**src/rtl/fpu_pkg.sv**
```systemverilog
// Shared single-precision FPU types and sizing helpers for the fadd_arb slice.
package fpu_pkg;

    typedef logic [31:0] fp32_t;

    localparam int NREQ_MAX = 8;

    // Width of a requester index; never narrower than one bit.
    function automatic int id_w(input int n);
        return (n <= 2) ? 1 : $clog2(n);
    endfunction

endpackage

```
**src/rtl/fadd_p2.sv**
```systemverilog
// Pipelined IEEE-754 single-precision adder, round-to-nearest-even, subnormals kept.
// Result and overflow flag appear NSTAGE cycles after the operands are driven.
module fadd_p2
    import fpu_pkg::*;
#(
    parameter int NSTAGE = 2
) (
    input  logic  clk,
    input  logic  rstn,
    input  fp32_t x1,
    input  fp32_t x2,
    output fp32_t y,
    output logic  ovf
);

    fp32_t       a, b, y_d;
    logic        ovf_d, sub, rnd_up;
    logic [9:0]  ea, eb, d, sh, e, fld;
    logic [26:0] ma, mb, mb_al, m;
    logic [53:0] al;
    logic [27:0] s;
    logic [4:0]  lz, dd;
    logic [24:0] mr;
    logic [22:0] frac;
    fp32_t       y_q [NSTAGE];
    logic        ovf_q [NSTAGE];

    always_comb begin
        // a is the larger magnitude, so the difference below never goes negative
        a     = (x1[30:0] >= x2[30:0]) ? x1 : x2;
        b     = (x1[30:0] >= x2[30:0]) ? x2 : x1;
        sub   = a[31] ^ b[31];
        ea    = (a[30:23] == 8'd0) ? 10'd1 : {2'b00, a[30:23]};
        eb    = (b[30:23] == 8'd0) ? 10'd1 : {2'b00, b[30:23]};
        ma    = {a[30:23] != 8'd0, a[22:0], 3'b000};
        mb    = {b[30:23] != 8'd0, b[22:0], 3'b000};
        d     = ea - eb;
        dd    = (d > 10'd27) ? 5'd27 : d[4:0];
        al    = {mb, 27'd0} >> dd;
        mb_al = al[53:27] | {26'd0, |al[26:0]};
        s     = sub ? ({1'b0, ma} - {1'b0, mb_al}) : ({1'b0, ma} + {1'b0, mb_al});
        lz    = 5'd0;
        for (int i = 0; i < 27; i++) begin
            if (s[i]) lz = 5'(26 - i);
        end
        if (s[27]) begin
            m  = s[27:1] | {26'd0, s[0]};
            e  = ea + 10'd1;
            sh = 10'd0;
        end else begin
            // Normalisation stops at exponent 1, leaving a subnormal if needed
            sh = ({5'd0, lz} > ea - 10'd1) ? ea - 10'd1 : {5'd0, lz};
            m  = s[26:0] << sh;
            e  = ea - sh;
        end
        rnd_up = m[2] & (m[1] | m[0] | m[3]);
        mr     = {1'b0, m[26:3]} + {24'd0, rnd_up};
        frac   = mr[24] ? mr[23:1] : mr[22:0];
        fld    = mr[24] ? e + 10'd1 : (mr[23] ? e : 10'd0);
        ovf_d  = 1'b0;
        if (a[30:23] == 8'hFF) begin
            if (a[22:0] != 23'd0 || (b[30:23] == 8'hFF && sub)) y_d = 32'h7FC0_0000;
            else y_d = a;
        end else if (fld >= 10'd255) begin
            y_d   = {a[31], 8'hFF, 23'd0};
            ovf_d = 1'b1;
        end else if (s == 28'd0) begin
            y_d = {a[31] & ~sub, 31'd0};
        end else begin
            y_d = {a[31], fld[7:0], frac};
        end
    end

    always_ff @(posedge clk or negedge rstn) begin
        if (!rstn) begin
            for (int i = 0; i < NSTAGE; i++) begin
                y_q[i]   <= '0;
                ovf_q[i] <= 1'b0;
            end
        end else begin
            y_q[0]   <= y_d;
            ovf_q[0] <= ovf_d;
            for (int i = 1; i < NSTAGE; i++) begin
                y_q[i]   <= y_q[i-1];
                ovf_q[i] <= ovf_q[i-1];
            end
        end
    end

    assign y   = y_q[NSTAGE-1];
    assign ovf = ovf_q[NSTAGE-1];

endmodule

```
**src/rtl/fadd_arb.sv**
```systemverilog
// Round-robin arbiter sharing one fadd_p2 among NREQ requesters, with result tags.
// Define FADD_ARB_PERF_EN to add the saturating issue_cnt accept counter port.
module fadd_arb
    import fpu_pkg::*;
#(
    parameter int NREQ   = 4,
    parameter int NSTAGE = 2
) (
    input  logic              clk,
    input  logic              rstn,
    input  logic [NREQ-1:0]   req_valid,
    output logic [NREQ-1:0]   req_ready,
    input  logic [NREQ*32-1:0] req_x1,
    input  logic [NREQ*32-1:0] req_x2,
    output logic [NREQ-1:0]   res_valid,
    output logic [31:0]       res_y,
    output logic              res_ovf
`ifdef FADD_ARB_PERF_EN
    ,
    output logic [31:0]       issue_cnt
`endif
);

    localparam int IDW = id_w(NREQ);

    logic [IDW-1:0] ptr_q, ptr_d, win_id, cand;
    logic           accept;
    fp32_t          op_x1, op_x2;
    logic [NSTAGE-1:0] tag_v_q;
    logic [IDW-1:0] tag_id_q [NSTAGE];

    // An op is accepted on a rising edge where req_valid[i] & req_ready[i]; ready is a
    // combinational function of valid and ptr, and results are never back-pressured.
    always_comb begin
        accept = 1'b0;
        win_id = '0;
        cand   = '0;
        for (int i = 0; i < NREQ; i++) begin
            cand = IDW'((int'(ptr_q) + i) % NREQ);
            if (!accept && req_valid[cand]) begin
                accept = 1'b1;
                win_id = cand;
            end
        end
        req_ready = accept ? (NREQ'(1) << win_id) : '0;
        op_x1     = accept ? 32'(req_x1 >> {win_id, 5'd0}) : 32'h0;
        op_x2     = accept ? 32'(req_x2 >> {win_id, 5'd0}) : 32'h0;
        ptr_d     = ptr_q;
        if (accept) ptr_d = (win_id == IDW'(NREQ - 1)) ? '0 : win_id + 1'b1;
    end

    always_ff @(posedge clk or negedge rstn) begin
        if (!rstn) begin
            ptr_q   <= '0;
            tag_v_q <= '0;
            for (int i = 0; i < NSTAGE; i++) tag_id_q[i] <= '0;
        end else begin
            ptr_q       <= ptr_d;
            tag_v_q[0]  <= accept;
            tag_id_q[0] <= win_id;
            for (int i = 1; i < NSTAGE; i++) begin
                tag_v_q[i]  <= tag_v_q[i-1];
                tag_id_q[i] <= tag_id_q[i-1];
            end
        end
    end

    assign res_valid = tag_v_q[NSTAGE-1] ? (NREQ'(1) << tag_id_q[NSTAGE-1]) : '0;

    fadd_p2 #(
        .NSTAGE(NSTAGE)
    ) u_fadd (
        .clk (clk),
        .rstn(rstn),
        .x1  (op_x1),
        .x2  (op_x2),
        .y   (res_y),
        .ovf (res_ovf)
    );

`ifdef FADD_ARB_PERF_EN
    logic [31:0] issue_cnt_q, issue_cnt_d;

    assign issue_cnt_d = (accept && issue_cnt_q != 32'hFFFF_FFFF) ? issue_cnt_q + 32'd1
                                                                  : issue_cnt_q;

    always_ff @(posedge clk or negedge rstn) begin
        if (!rstn) issue_cnt_q <= '0;
        else       issue_cnt_q <= issue_cnt_d;
    end

    assign issue_cnt = issue_cnt_q;
`endif

endmodule

```
**config.mk**
```make
export PLATFORM = sky130hd
export DESIGN_NAME = fadd_arb
export DESIGN_NICKNAME = d
export VERILOG_FILES = /design/src/rtl/fpu_pkg.sv /design/src/rtl/fadd_p2.sv /design/src/rtl/fadd_arb.sv
export SDC_FILE = /design/constraint.sdc
export NUM_CORES = 1
export LEC_CHECK = 0
export BUFFER_PORTS_ARGS = -buffer_cell sky130_fd_sc_hd__buf_4
export CORE_AREA = 2 2 242 244
export CTS_BUF_LIST = sky130_fd_sc_hd__clkbuf_8 sky130_fd_sc_hd__clkbuf_16
export DETAILED_ROUTE_END_ITERATION = 8
export DIE_AREA = 0 0 244 246
export GPL_TIMING_DRIVEN = 0
export PLACE_DENSITY_LB_ADDON = 0.05
export SYNTH_ARGS = -nofsm -noshare
export SYNTH_HDL_FRONTEND = slang
export SYNTH_SLANG_ARGS = --single-unit
```
**constraint.sdc**
```tcl
create_clock -name clk -period 29.5 [get_ports clk]
set_clock_uncertainty 0.15 [all_clocks]
set_input_delay 2.95 -clock clk [delete_from_list [all_inputs] [get_ports clk]]
set_output_delay 2.95 -clock clk [all_outputs]
set_load 0.03 [all_outputs]
```
### Word-level counts from Yosys, hierarchy flattened

Cells that the tools add are included.

* flip-flop bits (word level): 74
* input bits: 262
* word-level logic and storage cells: 126

* add/subtract/negate cells: 12
* order comparisons: 8
* equal/unequal tests: 3
* shift-type cells: 6
* multiplexer cells: 66
* bitwise gates (word level): 8
* reduce and logical (&&, ||, !) cells: 15

Operator list (number)
* two-way mux 32 bit: 8
* right shift 128 x 7 -> 32 bit: 2
* two-way mux 5 bit: 28
* bitwise OR 27 x 1 -> 27 bit: 2
* right shift 54 x 5 -> 54 bit: 1
* two-way mux 10 bit: 4
* greater-or-equal comparator 31 bit: 1
* adder 27 x 27 -> 28 bit: 1
* logical NOT 28 bit: 1
* two-way mux 28 bit: 1
* subtractor 27 x 27 -> 28 bit: 1
* two-way mux 27 bit: 1
* OR reduction 27 bit: 1
* left shift 27 x 10 -> 27 bit: 1
* adder 24 x 1 -> 25 bit: 1
* two-way mux 23 bit: 1
* nonzero test 23 bit: 1
* adder 10 x 1 -> 10 bit, second input constant: 2
* subtractor 10 bit: 2
* equality test 8 bit, second input constant: 2
* logical NOT 8 bit: 2
* two-way mux 8 bit: 2
* nonzero test 8 bit: 2
* < comparator 2 x 3 -> 1 bit, second input constant: 4
* other kinds (19): 46

### Logic depth before layout (Yosys ltp)

* depth after elaboration: 66
* mapped depth: 100
* mapped depth without buffers: 87

### Cells and area by module

Synthesis repeated with hierarchy kept, for this count alone.

* cell total of the unflattened synthesis: 2444
* area, all modules: 17375.4 um^2

By module, submodules not included
* fadd_p2: instances 1, cells an instance 2177, area each 14936.8 um^2, sequential area each 1651.6 um^2
* fadd_arb: instances 1, cells an instance 267, area each 2438.6 um^2, sequential area each 200.2 um^2

### Least setup slack after synthesis

Ideal clock, no wire load.

* path type: input -> register
* start: input req_valid[2]
* end: register u_fadd.y_q[47] in the netlist's numbering
* setup time: 0.096 ns
* data arrival time: 20.297 ns
* data required time: 29.254 ns
* path slack: 8.957 ns
* stages: 94
* cell sequence: nor2b_1 > o21ai_0 > o211ai_1 > clkbuf_1 > clkbuf_1 > buf_1 > clkbuf_1 > nand3_1 > o211a_1 > ha_1 > nand4_1 > nor4bb_1 > a31oi_1 > o211a_1 > nand2_1 > clkbuf_1 > buf_1 > mux2i_1 > [58 not listed] > buf_2 > ha_1 > a21o_1 > a21o_1 > a21o_1 > a21o_1 > mux2i_1 > xnor2_1 > nor3b_1 > and2_1 > nor2_1 > o41a_1 > o22ai_1 > nor3_1 > a31o_1 > buf_6 > buf_6 > nor4_2

* cells in the longest elaborated chain, start to end: 66
* elaborated cells on any way between the ends: 100
* those cells by class: 8 x add/sub; 4 x order compare; 2 x eq/ne; 4 x shift; 61 x mux; 6 x bitwise; 15 x reduce/logical

RTL lines
* from (decl): line fadd_arb.sv:11 `input logic [NREQ-1:0] req_valid,`
* binary-select mux 1 bit (select 2 bit): line fadd_arb.sv:40 `if (!accept && req_valid[cand]) begin`
* two-way mux 1 bit (not written as such): line fadd_arb.sv:40
* two-way mux 1 bit: line fadd_arb.sv:40
* logical NOT 1 bit: line fadd_arb.sv:40
* logical AND 1 bit: line fadd_arb.sv:40
* two-way mux 1 bit: line fadd_arb.sv:40
* logical NOT 1 bit: line fadd_arb.sv:40
* logical AND 1 bit: line fadd_arb.sv:40
* [49 not listed]
* bitwise OR 1 bit (2 in a row): line fadd_p2.sv:56 `rnd_up = m[2] & (m[1] | m[0] | m[3]);`
* bitwise AND 1 bit: line fadd_p2.sv:56
* adder 24 x 1 -> 25 bit: line fadd_p2.sv:57 `mr = {1'b0, m[26:3]} + {24'd0, rnd_up};`
* two-way mux 10 bit (2 in a row): line fadd_p2.sv:59 `fld = mr[24] ? e + 10'd1 : (mr[23] ? e : 10'd0);`
* greater-or-equal comparator 10 x 8 -> 1 bit: line fadd_p2.sv:64 `end else if (fld >= 10'd255) begin`
* two-way mux 32 bit: line fadd_p2.sv:64
* two-way mux 32 bit (*): line fadd_p2.sv:61 `if (a[30:23] == 8'hFF) begin`
* net u_fadd.y_d[15]: line fadd_p2.sv:16 `fp32_t a, b, y_d;`
* to (signal, indexed assignment): line fadd_p2.sv:84 `y_q[i] <= y_q[i-1];`
* to (decl): line fadd_p2.sv:25 `fp32_t y_q [NSTAGE];`

Mark *: on every way through the listed nets, which the timed path passes. The rest lies on a longest branch. The select of a mux whose other input is x is not followed.
A chain may end at the register's enable or synchronous reset.

### Worst setup path after layout

Ends and elaborated chain as after synthesis.

==> flow_summary.rst <==
.. list-table::
   :header-rows: 1

   * - Metric
     - Value
   * - Total Negative Setup Slacks
     - 0 ns
   * - Top cell type by total area after synthesis
     - sky130_fd_sc_hd__mux2i_1
   * - Max-capacitance violation count
     - 0
   * - Initial DRT Pass Iterations
     - 6
   * - Setup repair after global routing missed its margin
     - no
   * - Worst-Margin Slew
     - around 1.3 ns
   * - Fraction of final layout cells sized beyond drive strength 1
     - 0.186
   * - Number of buffers created by CTS
     - 9
   * - Routed WL
     - 90,500 µm
   * - Hold-fix buffers, CTS
     - 0
   * - Average routed wire per standard cell
     - between 20 and 30 µm
   * - Most frequent cell on the critical path
     - sky130_fd_sc_hd__nor2_1
   * - CP max stage delay
     - 1.00 ns
   * - CP top delay family
     - compound AO/OA/AOI/OAI gates
   * - Clock tree from TritonCTS
     - yes
   * - Number of sinks driven by the clock tree
     - between 70 and 80
   * - Class of the most critical setup path
     - in2reg
   * - Antenna cells
     - 0
   * - Placeable core region
     - between 50,000 and 60,000 µm²
   * - Count of antenna-violating nets left after detailed routing
     - 0
   * - Top FF cell, synth
     - sky130_fd_sc_hd__dfrtp_1
   * - Fin crit share
     - 0.954
   * - Number of distinct library cells after synthesis
     - 114
   * - Final HPWL DP
     - approximately 76,000 µm
   * - Overall die area
     - between 60,000 and 70,000 µm²
   * - Row Count
     - a little under 90
   * - Reg2Reg Capture Point
     - u_fadd.y_q[47]
   * - Synth Area per Inst
     - 7.23 µm²
   * - Status
     - finished clean
   * - Post-CTS sizing
     - 0
   * - Async set-reset flop share out of synthesis
     - 1.00
   * - GPL Wtd Cong
     - 0.945
   * - Tmin final
     - around 28 ns
   * - Total global-route track usage
     - 0.290
   * - Buffer cell driving the clock tree root
     - sky130_fd_sc_hd__clkbuf_16
   * - Sequential cell area fraction in the yosys report
     - 0.109
   * - Start point of the worst hold path
     - u_fadd.y_q[36]
   * - Per-cell via count in the routed design
     - ~6
   * - Aggregate global routing overflow
     - 0
   * - # nets final
     - roughly 3k
   * - Largest buffer count on any clock path
     - 2
   * - Layout fillers
     - 6,246
   * - EDFF count, synth
     - 0
   * - Data required time at the worst endpoint
     - slightly below 30 ns
   * - I/O pin cnt
     - approximately 300
   * - Cells after synthesis
     - around 2.4k
   * - Footprint of the flip-flops and latches
     - between 1500 and 2000 µm²
   * - Critical path capture point type
     - register
   * - DRC violations left
     - 0
   * - Overall die height
     - 246 µm
   * - Arrival time at the worst endpoint
     - between 20 and 30 ns
   * - Count of state elements after synthesis
     - 74
   * - Area added between synthesis and finish
     - 20.9%
   * - Initial core utilization
     - 0.297
   * - H-tree depth
     - 3
   * - Combined buffer and inverter count along the critical path
     - 19
   * - Clock-pin slew of the registers on the worst-case setup and hold paths
     - about 0.060 ns
   * - Die span in x
     - between 200 and 250 µm
   * - Wire length of the first global-routing pass
     - about 130,000 µm
   * - Cell depth of the worst min-delay path
     - 0
   * - Source-to-sink clock delay at the later pin of the worst-skew pair
     - around 0.33 ns
   * - Final setup violating endpoints
     - 0
   * - Critical path launch point type
     - primary input
   * - Net count of the mapped netlist
     - around 2.7k
   * - Top area cells in the synthesized netlist
     - sky130_fd_sc_hd__mux2i_1 12%, sky130_fd_sc_hd__dfrtp_1 11%, sky130_fd_sc_hd__ha_1 7.8%
   * - Post-CTS setup buffer count
     - 0
   * - Critical path fanouts, max
     - 11
   * - Maximum number of pins on one net before global-route repair
     - 75
   * - FF-to-FF path depth
     - approximately 90
   * - Count of yosys warnings during synthesis
     - 0
   * - Final number of max-transition violations
     - 0
   * - Vias in the first global route
     - ~20k
   * - R2r startpoint
     - ptr_q[0]
   * - Violation count after the first detailed-routing iteration
     - between 1.5k and 2k
   * - Total count of hold-check failures in the final report
     - 0
   * - Setup slack of the worst register-to-register path
     - about 3.7 ns
   * - Crit-path slowest cell
     - sky130_fd_sc_hd__xnor2_1
   * - Worst hold path endpoint
     - u_fadd.y[4]
   * - Buffers added on ports
     - 302
   * - Peak clock frequency supported by timing
     - 35.5 MHz
   * - Area of the multi-input gates
     - around 14,000 µm²
   * - Via count
     - about 21k
   * - Worst relative slew slack
     - 0.103
   * - Hold WC Path Type
     - reg2reg
   * - Fraction of post-synthesis cell area in the top cell type by area
     - 0.118
   * - Area of the mapped netlist
     - around 17,000 µm²
   * - Antenna violations before repair
     - 3
[cell usage after synthesis, drive strengths merged, types with 44 or more instances]
library cell	n
clkbuf	72
dfrtp	74
o21ai	94
nand3	84
nor3	94
nor2	210
ha	106
a21oi	160
a22oi	44
nand2	255
buf	97
inv	99
mux2i	201
o22a	59
[per-stage QoR]
stage / cells / utilization / hold WS [ns] / setup WS, ns / instance area (µm²)
2_1_floorplan: 2358 / - / 0.181 / 8.96 / 17100
3_3_place_gp: 3425 / 0.354 / 0.182 / 1.47 / 20300
3_5_place_dp: 3425 / 0.354 / 0.185 / 1.77 / 20300
4_1_cts: 3441 / 0.360 / 0.197 / 2.00 / 20600
5_1_grt: 3441 / 0.360 / 0.203 / 0.0242 / 20600
6_report: 3441 / 0.360 / 0.196 / 1.34 / 20600
[worst max-delay path by stage]
stage	start	end	slack, ns	cells after the start
after CTS	req_valid[2]	u_fadd.y_q[47]	2.00	92
after floorplan	req_valid[2]	u_fadd.y_q[47]	8.96	94
after global routing	req_valid[2]	u_fadd.y_q[46]	0.02	90
after detailed placement	req_valid[2]	u_fadd.y_q[47]	1.77	92
after global placement	req_valid[2]	u_fadd.y_q[47]	1.47	90
final	req_valid[2]	u_fadd.y_q[47]	1.34	92
[layout make-up]
| type | count | share of cell area |
|---|---|---|
| clock inverters | 6 | 0.00352 |
| inverters | 102 | 0.0186 |
| plain buffers | 169 | 0.0438 |
| flip-flops and latches | 74 | 0.0898 |
| multi-input cells | 2013 | 0.677 |
| repair buffers | 302 | 0.110 |
| well taps | 765 | 0.0464 |
| clock buffers | 10 | 0.0116 |
[cell families after synthesis]
kind of cell / after synthesis / share of synthesized area
xor gates and xnor gates: 62 / 0.0318
and+or+nand+nor: 879 / 0.259
adders and majority gates: 109 / 0.0813
buffers and inverters: 271 / 0.0754
muxes: 222 / 0.132
DFF: 74 / 0.109
AOI/OAI and AO/OA: 741 / 0.312
[registers in the layout, indices dropped and copies added (netlist names)]
register,cells
tag_id_q,4
ptr_q,2
u_fadd.y_q,32
tag_v_q,2
u_fadd.y,32
u_fadd.ovf_q,1
u_fadd.ovf,1
[cells in the final DEF, fill, tap and decap left out, drive strengths merged, types with 10 or more instances in the layout]
cell     count
o211ai      34
a211o       10
nor2b       19
or3         17
ha         106
o31ai       22
a21o        29
o2111ai     10
dfrtp       74
nor3        94
o21bai      12
a31oi       32
a211oi      40
o221ai      12
nand4       24
nor2       210
mux2i      201
a32oi       15
a22oi       44
o22ai       20
mux2        20
clkbuf      82
xor2        20
o32ai       11
nor4        37
and2        25
o21ai       94
o21a        18
inv        101
nand2      255
o22a        59
buf        399
nand3       84
or2         24
and3        13
nand2b      30
a21oi      160
xnor2       42
[layer usage]
layer,vias to the layer above,track usage,share of wire
li1,9526,-,-
met1,10200,0.389,0.45
met2,843,0.482,0.46
met3,133,0.0395,0.062
met4,4,0.0845,0.031
met5,-,0,0.00032
Power is not shown: default switching activity piles up to over one toggle a cycle in this logic, so the estimate is an artifact.
